## config.mk

```make
export PLATFORM = sky130hd
export DESIGN_NAME = mem_access_arbiter
export DESIGN_NICKNAME = d
export VERILOG_FILES = /design/src/rtl/mem_access_arbiter_pkg.sv /design/src/rtl/mem_access_arbiter.sv
export SDC_FILE = /design/constraint.sdc
export NUM_CORES = 1
export LEC_CHECK = 0
export ABC_AREA = 1
export BUFFER_PORTS_ARGS = -buffer_cell sky130_fd_sc_hd__buf_4
export CORE_AREA = 2 2 117 119
export CTS_CLUSTER_DIAMETER = 120
export DETAILED_ROUTE_END_ITERATION = 10
export DIE_AREA = 0 0 119 121
export GPL_ROUTABILITY_DRIVEN = 0
export GPL_TIMING_DRIVEN = 0
export PLACE_DENSITY_LB_ADDON = 0.1
export SLEW_MARGIN = 20
export SYNTH_ARGS = -nofsm -noshare
export SYNTH_HDL_FRONTEND = slang
export SYNTH_SLANG_ARGS = --single-unit
```

## constraint.sdc

```tcl
create_clock -name clk -period 5.4 [get_ports clk]
set_input_delay 1.08 -clock clk [delete_from_list [all_inputs] [get_ports clk]]
set_output_delay 1.08 -clock clk [all_outputs]
set_load 0.03 [all_outputs]
```

## src/rtl/mem_access_arbiter_pkg.sv

```systemverilog
`default_nettype none
// ============================================================================
// Module      : mem_access_arbiter_pkg
// Description : Shared constants and grant-select encoding for the data-memory
//               port arbiter between the CPU MEM stage and a DMA/loader agent.
// Revision    : 1.0  initial release
// ============================================================================
package mem_access_arbiter_pkg;

    // Default number of cycles a DMA request may be held off by the CPU.
    localparam int MAX_WAIT_DEFAULT = 4;

    // Width of the DMA starvation counter (covers MAX_WAIT up to 15).
    localparam int WAIT_W = 4;

    // Which requester owns the memory port in the current cycle.
    typedef enum logic [1:0] {
        GNT_NONE = 2'd0,
        GNT_CPU  = 2'd1,
        GNT_DMA  = 2'd2
    } gnt_sel_e;

endpackage : mem_access_arbiter_pkg
`default_nettype wire

```

## src/rtl/mem_access_arbiter.sv

```systemverilog
`default_nettype none
// ============================================================================
// Module      : mem_access_arbiter
// Description : Single-port data-memory arbiter. The CPU has priority; a DMA
//               request blocked for MAX_WAIT cycles is forced through, stalling
//               the CPU for one cycle. DMA read data is registered and flagged
//               with a one-cycle valid pulse.
// Revision    : 1.0  initial release
// ============================================================================
module mem_access_arbiter
    import mem_access_arbiter_pkg::*;
#(
    parameter int MAX_WAIT = MAX_WAIT_DEFAULT
) (
    input  logic        clk,
    input  logic        reset,

    input  logic        cpu_rd,
    input  logic        cpu_wr,
    input  logic [31:0] cpu_addr,
    input  logic [31:0] cpu_wdata,
    output logic [31:0] cpu_rdata,
    output logic        cpu_stall,

    input  logic        dma_req,
    input  logic        dma_we,
    input  logic [31:0] dma_addr,
    input  logic [31:0] dma_wdata,
    output logic        dma_gnt,
    output logic [31:0] dma_rdata,
    output logic        dma_rvalid,

    output logic [31:0] mem_addr,
    output logic [31:0] mem_wdata,
    output logic        mem_rd,
    output logic        mem_wr,
    input  logic [31:0] mem_rdata
);

    localparam logic [WAIT_W-1:0] c_MAX_WAIT = WAIT_W'(MAX_WAIT);

    logic              w_cpu_req;
    gnt_sel_e          w_sel;

    logic [WAIT_W-1:0] dma_wait_q;
    logic [WAIT_W-1:0] dma_wait_d;
    logic              dma_rvalid_q;
    logic              dma_rvalid_d;
    logic [31:0]       dma_rdata_q;
    logic [31:0]       dma_rdata_d;

    assign w_cpu_req = cpu_rd | cpu_wr;

    // Grant decision: DMA wins only when the CPU is idle or the DMA has starved
    // for MAX_WAIT cycles; nothing is granted while reset is held low.
    always_comb begin
        w_sel = GNT_NONE;
        if (reset) begin
            if (dma_req && (!w_cpu_req || (dma_wait_q == c_MAX_WAIT))) begin
                w_sel = GNT_DMA;
            end else if (w_cpu_req) begin
                w_sel = GNT_CPU;
            end
        end
    end

    // Memory-port mux and handshake outputs driven from the grant select.
    always_comb begin
        mem_addr  = 32'd0;
        mem_wdata = 32'd0;
        mem_rd    = 1'b0;
        mem_wr    = 1'b0;
        dma_gnt   = 1'b0;
        case (w_sel)
            GNT_CPU: begin
                mem_addr  = cpu_addr;
                mem_wdata = cpu_wdata;
                // A simultaneous read+write request is handled as a store.
                mem_rd    = cpu_rd & ~cpu_wr;
                mem_wr    = cpu_wr;
            end
            GNT_DMA: begin
                mem_addr  = dma_addr;
                mem_wdata = dma_wdata;
                mem_rd    = ~dma_we;
                mem_wr    = dma_we;
                dma_gnt   = 1'b1;
            end
            default: ;
        endcase
    end

    assign cpu_stall = w_cpu_req & dma_gnt;
    assign cpu_rdata = mem_rdata;

    // Next-state for the starvation counter and the DMA read-return register.
    always_comb begin
        dma_wait_d = '0;
        if (dma_req && !dma_gnt) begin
            dma_wait_d = (dma_wait_q == c_MAX_WAIT) ? dma_wait_q
                                                    : dma_wait_q + 1'b1;
        end
        dma_rvalid_d = dma_gnt & ~dma_we;
        dma_rdata_d  = dma_rvalid_d ? mem_rdata : dma_rdata_q;
    end

    // State registers with synchronous active-low reset.
    always_ff @(posedge clk) begin
        if (!reset) begin
            dma_wait_q   <= '0;
            dma_rvalid_q <= 1'b0;
            dma_rdata_q  <= 32'd0;
        end else begin
            dma_wait_q   <= dma_wait_d;
            dma_rvalid_q <= dma_rvalid_d;
            dma_rdata_q  <= dma_rdata_d;
        end
    end

    assign dma_rvalid = dma_rvalid_q;
    assign dma_rdata  = dma_rdata_q;

endmodule : mem_access_arbiter
`default_nettype wire

```

==> results of run 1 <==
through the flow:
stage	std cells	utilization [%]	power, mW
final	913	40.01	0.9072
after detailed placement	906	38.92	0.6341
after CTS	913	40.01	0.9231
after global placement	906	38.92	0.6307
after global routing	913	40.01	0.9586
after floorplan	432	-	0.4556
cell families (layout without fill, tap and decap cells):
| group | count (synthesis) | after routing | share of synthesized area (%) |
|---|---|---|---|
| adder cells (fa/ha/maj) | 5 | 5 | 2.374 |
| buffers and inverters | 74 | 379 | 18.47 |
| AO/OA/AOI/OAI | 104 | 104 | 19.75 |
| flip-flops | 37 | 37 | 28.11 |
| XOR/XNOR | 1 | 1 | 0.3324 |
| AND/OR/NAND/NOR | 211 | 211 | 30.96 |
worst paths after layout:
path	endpoint	cells after the start	slack [ps]
hold reg to reg	dma_rdata[16]	2	480
setup reg to reg	dma_rdata[23]	9	3280
hold / removal	dma_rdata[16]	2	480
setup / recovery	mem_addr[19]	10	1420
cells in the final DEF, fill, tap and decap left out:
master,count
a21oi_1,70
buf_2,13
buf_4,335
buf_6,5
buf_8,1
clkbuf_1,7
clkbuf_16,5
clkbuf_8,1
dfxtp_1,37
ha_1,5
inv_1,11
inv_6,1
nand2_1,135
nand2_4,1
nand3_1,1
nand3_2,1
nand3b_1,1
nand4_1,2
nor2_1,70
o21ai_0,30
o21ai_1,4
xnor2_1,1
sequential cells by signal (all words and copies together) (netlist names):
register / flops
dma_rdata: 32
dma_wait_q: 4
dma_rvalid: 1
worst max-delay path, cell delays in order:
cell     delay (ps)
buf_4           110
nor2_1          190
inv_1            60
a21oi_1         230
inv_1            70
ha_1            300
buf_2           200
buf_2           200
a21oi_1         240
buf_4           210
per-layer routing:
layer  part of all wire, %  wire length (um)
met5                     0                 0
met4                   1.6               213
met3                   6.1               794
met2                    52              6710
met1                    40              5221
area by class of cell:
cell class	count	area [um^2]	share of cell area [%]
sequential	37	740.7	14.15
multi-input combinational	321	1408	26.89
buffer	62	436.7	8.341
clock buffer	7	142.6	2.725
timing repair buffer	298	2237	42.73
inverter	12	50.05	0.9560
tap	176	220.2	4.206
power groups by stage:
stage          sequential [mW]  clock (mW)  combinational (mW)
6_report                 0.281       0.281               0.345
5_1_grt                  0.282       0.305               0.372
4_1_cts                  0.281       0.294               0.348
3_5_place_dp             0.287           0               0.347
3_3_place_gp             0.287           0               0.344
2_1_floorplan            0.295           0               0.161
==> results by group, run 1 <==
Die
  • Die Wd: between 100 and 150 um
  • Die Ht: approximately 120 um
  • Core area: 0.01309 mm^2
  • FP Rows: 42
  • Die area: 0.01440 mm^2
  • Initial Utilization: 20.14%
  • Ports: 299

Yosys
  • Synth top area cells: dfxtp_1, nand2_1, a21oi_1
  • Synth top cells by count: nand2_1, a21oi_1, nor2_1
  • Post-Syn Nets: 603
  • Unique cell type count in the Yosys netlist: 20
  • Ys Warns: 0
  • EDFF count, synth: 0
  • FFs w/ async S/R, synth: 0%
  • Top-area cell type share of the netlist area: 28.11%
  • Mean Syn Cell Area: about 6.1 um^2
  • Synthesized flop and latch total: 37
  • Syn Std Cell Area: 0.002635 mm^2
  • Post-Syn Instances: around 430
  • Dominant cell type by area after synthesis: dfxtp_1
  • Most frequent cell after synthesis: nand2_1
  • Top_reg_cell synth: dfxtp_1
  • Seq/Total Area, Yosys: 28.11%

STA
  • Fin Setup TNS: 0 ps
  • Max-slew headroom: 67.77%
  • Final hold violation count: 0
  • Setup ws final: between 1000 and 1500 ps
  • Hold_ws: 480.0 ps
  • Final Slew Violations: 0
  • Final Setup Violations: 0
  • Fin crit period: 3979 ps
  • Worst Skew: ~5.7 ps
  • Maximum clock rate: 251.3 MHz
  • RSZ-0062 raised after global routing: no
  • Tightest Pin Transition: 483.4 ps
  • Tcrit/Tclk final: 73.68%

Worst setup path
  • R2r startpoint: dma_wait_q[0]
  • Required @ worst endpoint: ~4300 ps
  • Worst Setup Start Kind: primary input
  • Worst EP arrival: 2900 ps
  • Crit path kind: primary input to output pin
  • CP startpoint: cpu_wr
  • Setup crit end kind: output pin
  • CP Max Fanout: 10

Clock network
  • Root buffer cell: clkbuf_16
  • Clock sink count: 37
  • Worst-path clk slew: ~50 ps
  • CTS tree: built
  • Post-CTS Resized: 0
  • Cts-stage hold buffer count: 0
  • Worst-Skew Late Latency: roughly 270 ps
  • Max Root-Sink Buffers: 2
  • Setup Buffers After CTS: 0
  • Num CTS Buffers: 5
  • H-tree depth: 2

Cells and area
  • Layout area overhead: 98.67%
  • Final #Nets: 908
  • Diode count: 0
  • Share of post-route cells with drive strength above 1: about half
  • Design area: 0.005235 mm^2
  • Fillers: 1463

Pwr
  • Clk network pwr share: 30.9%
  • Leakage dissipation: 2.591 nW
  • Comb power frac: approximately two fifths
  • Net switching power: 0.2831 mW
  • Register share of total power: a little under a third
  • Sw Share: 31.21%
  • VDD IR-drop max: 0.0001213 V
  • P per Cell Area: between 150 and 200 mW/mm^2
  • Int Power: 0.6241 mW

Place
  • Hpwl dp: roughly 11000 um
  • IO Port Bufs: around 300
  • Placed Area: just over 0.005 mm^2
  • Dpl ws: about 1400 ps

Global route
  • Largest net degree at the start of global routing: 11
  • Number of global-route vias before repair: 3774
  • GR Util All Layers: 17.03%
  • Met1 Use GR: 20.34%
  • Total grt overflow: 0
  • M2 GR Usage: 31.11%
  • Met3 Use GR: 3.900%
  • First-pass GRT wire length: 19690 um
  • GRT busiest layer: met2
  • Antenna violations before repair: 0

Detailed routing
  • Residual DRC count: 0
  • Vias: 3842
  • Drt total wl: 12940 um
  • Initial drt markers: 143
  • DRT Pass-1 Iters: 4
  • Avg Vias per Cell: 4.208
  • Final ANT Viol Nets: 0
  • Wirelength per Cell: approximately 14 um

Job
  • Max cap viols: 0

Run status
  • Status: complete, no violations

Worst hold path
  • Hold Startpoint: dma_rdata[16]
  • Worst Hold Class: register to register
No activity file was read; power rests on OpenSTA's default activity.
==> run 2, diff against run 1 <==
Settings changed: CORE_AREA 2 2 117 119 to 2 2 115 117, DIE_AREA 0 0 119 121 to 0 0 117 119.
Clock period 5.4 ns to 3.7 ns, I/O delays scaled along.
==> run 2 against run 1 <==
Compared with the run above: clock skew barely moved; routed wire length fell by 2.1%; total power rose by 49%; flip-flop and latch count did not move; final cell count rose by 0.11%; combinational power rose by 46%; count of clock-buffer cells in the layout did not move; clock power rose by 56%; core utilization rose by 0.77 points; first-iteration DRC count fell by 15%; critical path type unchanged; critical endpoint is now mem_addr[21]; largest power group unchanged.
==> results by group, run 2 (same netlist as run 1, synthesis figures left out) <==
STA
  • Hold_ws: 481.2 ps
  • Fin crit period: ~3400 ps
  • Maximum clock rate: a little under 300 MHz
  • Final Setup Violations: 0
  • Worst Skew: between 5 and 6 ps
  • Final hold violation count: 0
  • Tcrit/Tclk final: 90.97%
  • Fin Setup TNS: 0 ps
  • RSZ-0062 raised after global routing: no
  • Final Slew Violations: 0
  • Tightest Pin Transition: 719.8 ps
  • Max-slew headroom: 52.02%

Global route
  • First-pass GRT wire length: 18060 um
  • Total grt overflow: 0
  • Antenna violations before repair: 0
  • Number of global-route vias before repair: ~3600
  • GR Util All Layers: between 10% and 20%
  • Largest net degree at the start of global routing: 12

Pwr
  • Leakage dissipation: 2.600 nW
  • Sw Share: 31.19%
  • Register share of total power: a little under a third
  • Net switching power: 0.4222 mW
  • Comb power frac: 37.3%
  • P per Cell Area: roughly 260 mW/mm^2
  • VDD IR-drop max: 0.0002100 V
  • Int Power: 0.9313 mW
  • Clk network pwr share: 32.4%

Cells and area
  • Layout Cells excl Fill: 914
  • Layout area overhead: 99.24%
  • Share of post-route cells with drive strength above 1: slightly below 50%
  • Diode count: 0
  • Most frequent cells in the layout: buf_4, nand2_1, nor2_1, a21oi_1, dfxtp_1
  • Final #Nets: 908
  • Fillers: 1409
  • Design area: between 0.005 and 0.006 mm^2
  • Largest register FFs: 32
  • Commonest non-fill, non-tap cell in the layout: buf_4

Worst setup path
  • Register-to-Register Path Depth: 9
  • Worst Setup Start Kind: primary input
  • Setup crit end kind: output pin
  • Worst EP arrival: 2630 ps
  • CP Max Fanout: 10
  • Crit path kind: primary input to output pin
  • Required @ worst endpoint: ~3000 ps

Run status
  • Status: complete, no violations

Job
  • Max cap viols: 0

Die
  • Core area: 0.01287 mm^2
  • FP Rows: between 40 and 50
  • Die area: between 0.01 and 0.015 mm^2
  • Ports: 299
  • Die Wd: roughly 120 um
  • Initial Utilization: approximately a fifth
  • Die Ht: 119 um

Place
  • IO Port Bufs: roughly 300
  • Placed Area: 0.005092 mm^2
  • Placed cells: slightly above 900
  • Hpwl dp: 10710 um

Worst hold path
  • Hold Path Depth: 2
  • Worst Hold Class: register to register

Detailed routing
  • Initial drt markers: around 120
  • Drt total wl: 12670 um
  • DRT Pass-1 Iters: 4
  • Wirelength per Cell: 13.86 um
  • Vias: 3841
  • Residual DRC count: 0
  • Avg Vias per Cell: 4.202
  • Final ANT Viol Nets: 0

Clock network
  • Setup Buffers After CTS: 0
  • CTS tree: built
  • Num CTS Buffers: 5
  • Max Root-Sink Buffers: 2
  • Worst-path clk slew: 50 ps
  • Worst-Skew Late Latency: 280 ps
  • Clock sink count: 37
  • H-tree depth: 2
  • Root buffer cell: clkbuf_16
  • Cts-stage hold buffer count: 0
  • Post-CTS Resized: 0
run 2: power by group through the flow:
stage	Clock, mW	Combinational (mW)	Sequential, mW
2_1_floorplan	0	0.235	0.430
3_3_place_gp	0	0.504	0.418
3_5_place_dp	0	0.508	0.419
4_1_cts	0.453	0.509	0.410
5_1_grt	0.470	0.542	0.411
6_report	0.439	0.505	0.410
run 2: path summary, 6_finish.rpt:
kind                       from       endpoint  slack (ps)
hold / removal    dma_rdata[13]  dma_rdata[13]         480
setup reg to reg  dma_wait_q[0]  dma_rdata[29]        1670
hold reg to reg   dma_rdata[13]  dma_rdata[13]         480
setup / recovery         cpu_wr   mem_addr[21]         330
run 2: worst max-delay path, stage by stage:
cell	delay, ps
buf_4	110
nor2_1	190
inv_1	70
a21oi_1	250
inv_1	80
ha_1	310
clkbuf_1	560
a21oi_1	110
buf_4	210
run 2: layout make-up:
type	count	area [um^2]	area share (%)
Clock inverter	1	5.005	0.09533
Multi-Input combinational cell	321	1408	26.81
Tap cell	176	220.2	4.194
Sequential cell	37	740.7	14.11
Clock buffer	7	152.6	2.908
Timing Repair Buffer	298	2237	42.61
Buffer	62	436.7	8.317
Inverter	12	50.05	0.9533
run 2: layer usage:
metal | track usage [%] | share of wire, % | vias to the layer above
met4 | 4.118 | 2.0 | 0
li1 | - | - | 1951
met3 | 3.206 | 7.4 | 16
met1 | 19.04 | 39 | 1692
met5 | 0 | 0 | -
met2 | 31.00 | 51 | 182
run 2: per-stage QoR:
stage	util, %	power (mW)	worst slack (ps)
6_report	40.78	1.354	334.1
5_1_grt	40.78	1.423	115.7
4_1_cts	40.78	1.372	273.7
3_5_place_dp	39.55	0.9266	278.4
3_3_place_gp	39.55	0.9224	357.5
2_1_floorplan	-	0.6649	483.3
==> run 3, diff against run 2 <==
Settings changed: CORE_AREA 2 2 115 117 to 2 2 117 119, DIE_AREA 0 0 117 119 to 0 0 119 121, SETUP_SLACK_MARGIN from default to 0.5.
Clock period 3.7 ns to 2.95 ns, I/O delays scaled along.
==> run 3 against run 2 <==
Compared with the run above: critical path depth is 2 higher; sequential power is 25% higher; global-route usage is 0.37 points higher; highest routed layer unchanged.
==> results by group, run 3 (same netlist as run 1, synthesis figures left out) <==
Run status
  • Status: complete, no violations

Worst setup path
  • Crit path kind: register to output pin
  • CP Max Fanout: 5
  • Worst Setup Start Kind: register
  • CP startpoint: dma_wait_q[0]
  • CP Cell Sequence: inv_2 > ha_4 > nand3_4 > a21oi_4 > buf_6 > ha_4 > buf_12 > clkbuf_16 > nand2_1 > a21oi_2 > buf_6
  • Setup crit end kind: output pin
  • Slowest cell on crit path: dfxtp_2
  • Register-to-Register Path Depth: 12
  • Required @ worst endpoint: 2360 ps
  • R2r startpoint: dma_wait_q[0]
  • Worst EP arrival: between 2000 and 2500 ps
  • Crit-path max cell delay: 320 ps

Global route
  • First-pass GRT wire length: 19680 um
  • Largest net degree at the start of global routing: 13
  • Number of global-route vias before repair: between 3000 and 4000
  • Total grt overflow: 0
  • GR Util All Layers: 16.98%
  • Antenna violations before repair: 0

Clock network
  • Clock sink count: 37
  • H-tree depth: 2
  • Max Root-Sink Buffers: 2
  • Worst-Skew Late Latency: 270 ps
  • Root buffer cell: clkbuf_16
  • CTS tree: built
  • Worst-path clk slew: 50 ps
  • Num CTS Buffers: 5

STA
  • Tcrit/Tclk final: between 90% and 100%
  • Worst Skew: ~4.3 ps
  • Maximum clock rate: around 370 MHz
  • Max-slew headroom: 76.41%
  • RSZ-0062 raised after global routing: yes
  • Final Slew Violations: 0
  • Hold_ws: 477.2 ps
  • Tightest Pin Transition: 353.9 ps
  • Fin crit period: 2705 ps
  • Final Setup Violations: 0
  • Final hold violation count: 0

Die
  • Initial Utilization: 20.14%
  • Die area: around 0.014 mm^2
  • Ports: 299
  • FP Rows: 42
  • Die Ht: between 100 and 150 um
  • Core area: ~0.013 mm^2
  • Die Wd: 119 um

Cells and area
  • Multi-input gate area: 0.001982 mm^2
  • Diode count: 0
  • Largest register FFs: 32
  • Layout area overhead: 150.7%
  • Share of post-route cells with drive strength above 1: 64.79%
  • Fillers: 1277
  • Final #Nets: about 930
  • Commonest non-fill, non-tap cell in the layout: buf_4
  • Most frequent cells in the layout: buf_4, nand2_1, buf_6
  • FF/Latch Area: 743.2 um^2

Place
  • Hpwl dp: ~10000 um
  • IO Port Bufs: about 300

Detailed routing
  • Avg Vias per Cell: approximately 4.3
  • Wirelength per Cell: 14.66 um
  • Final ANT Viol Nets: 0
  • Initial drt markers: 242
  • Residual DRC count: 0
  • DRT Pass-1 Iters: 4
  • Vias: between 4000 and 5000
  • Drt total wl: ~14000 um

Pwr
  • VDD IR-drop max: 0.0002284 V
  • Design Power: 1.936 mW
  • P per Cell Area: 293.1 mW/mm^2
  • Leakage dissipation: 3.053 nW

Worst hold path
  • Hold Startpoint: dma_rdata[7]
  • Hold Path Depth: 2
  • Worst Hold Class: register to register

Job
  • Max cap viols: 0
[run 3: changes by cell type in the layout (fill, tap and decap cells not counted), sizes merged]
cell and delta:
buf +21, clkbuf +4, bufinv +1
[run 3: where the power goes]
part	total (mW)	switching [mW]	internal, mW
sequential	0.514	0.00482	0.509
combinational	0.821	0.410	0.411
clock	0.602	0.201	0.400
total	1.94	0.616	1.32
[run 3: critical path, delay by kind of cell, from the launching register on]
| kind | cells | cell delay (ps) |
|---|---|---|
| fa+ha+maj | 2 | 330 |
| compound gates | 2 | 350 |
| simple gates | 2 | 170 |
| flops | 1 | 320 |
| buf+inv | 5 | 640 |
[run 3: path summary, 6_finish.rpt]
kind                    to  slack [ps]
min reg2reg   dma_rdata[7]         480
min           dma_rdata[7]         480
max           mem_addr[23]         250
max reg2reg  dma_rdata[30]         980
[run 3: per-layer routing]
layer | up-vias | GRT usage (%) | part of all wire (%)
li1 | 2014 | - | -
met1 | 1856 | 19.85 | 38
met2 | 164 | 31.21 | 53
met3 | 18 | 4.276 | 6.2
met4 | 0 | 3.646 | 1.9
met5 | - | 0 | 0
[run 3: timing repair]
item                                    4_1_cts  5_1_grt
gates resized for setup                     129      106
hold buffers                                  0        0
setup buffers                                13        4
pin swaps                                     7       28
gates cloned                                  3        6
endpoints found under the setup margin       67       67
[run 3: layout make-up]
cell class	instances	share of cell area (%)
timing repair buffer	324	42.77
inverter	12	0.7576
sequential	37	11.25
clock inverter	2	0.5871
multi-input combinational	321	30.00
tap	176	3.333
clock buffer	6	1.951
buffer	62	9.356
[run 3: metrics by stage]
step	setup slack, ps	utilization [%]	setup TNS (ps)	std cells	area, um^2
3_5_place_dp	-167.5	39.95	-1470	906	5228
5_1_grt	162.8	50.49	0	940	6606
3_3_place_gp	-142.8	39.95	-1180	906	5228
6_report	245.3	50.49	0	940	6606
2_1_floorplan	285.9	-	0	432	2770
4_1_cts	305.3	46.01	0	930	6021
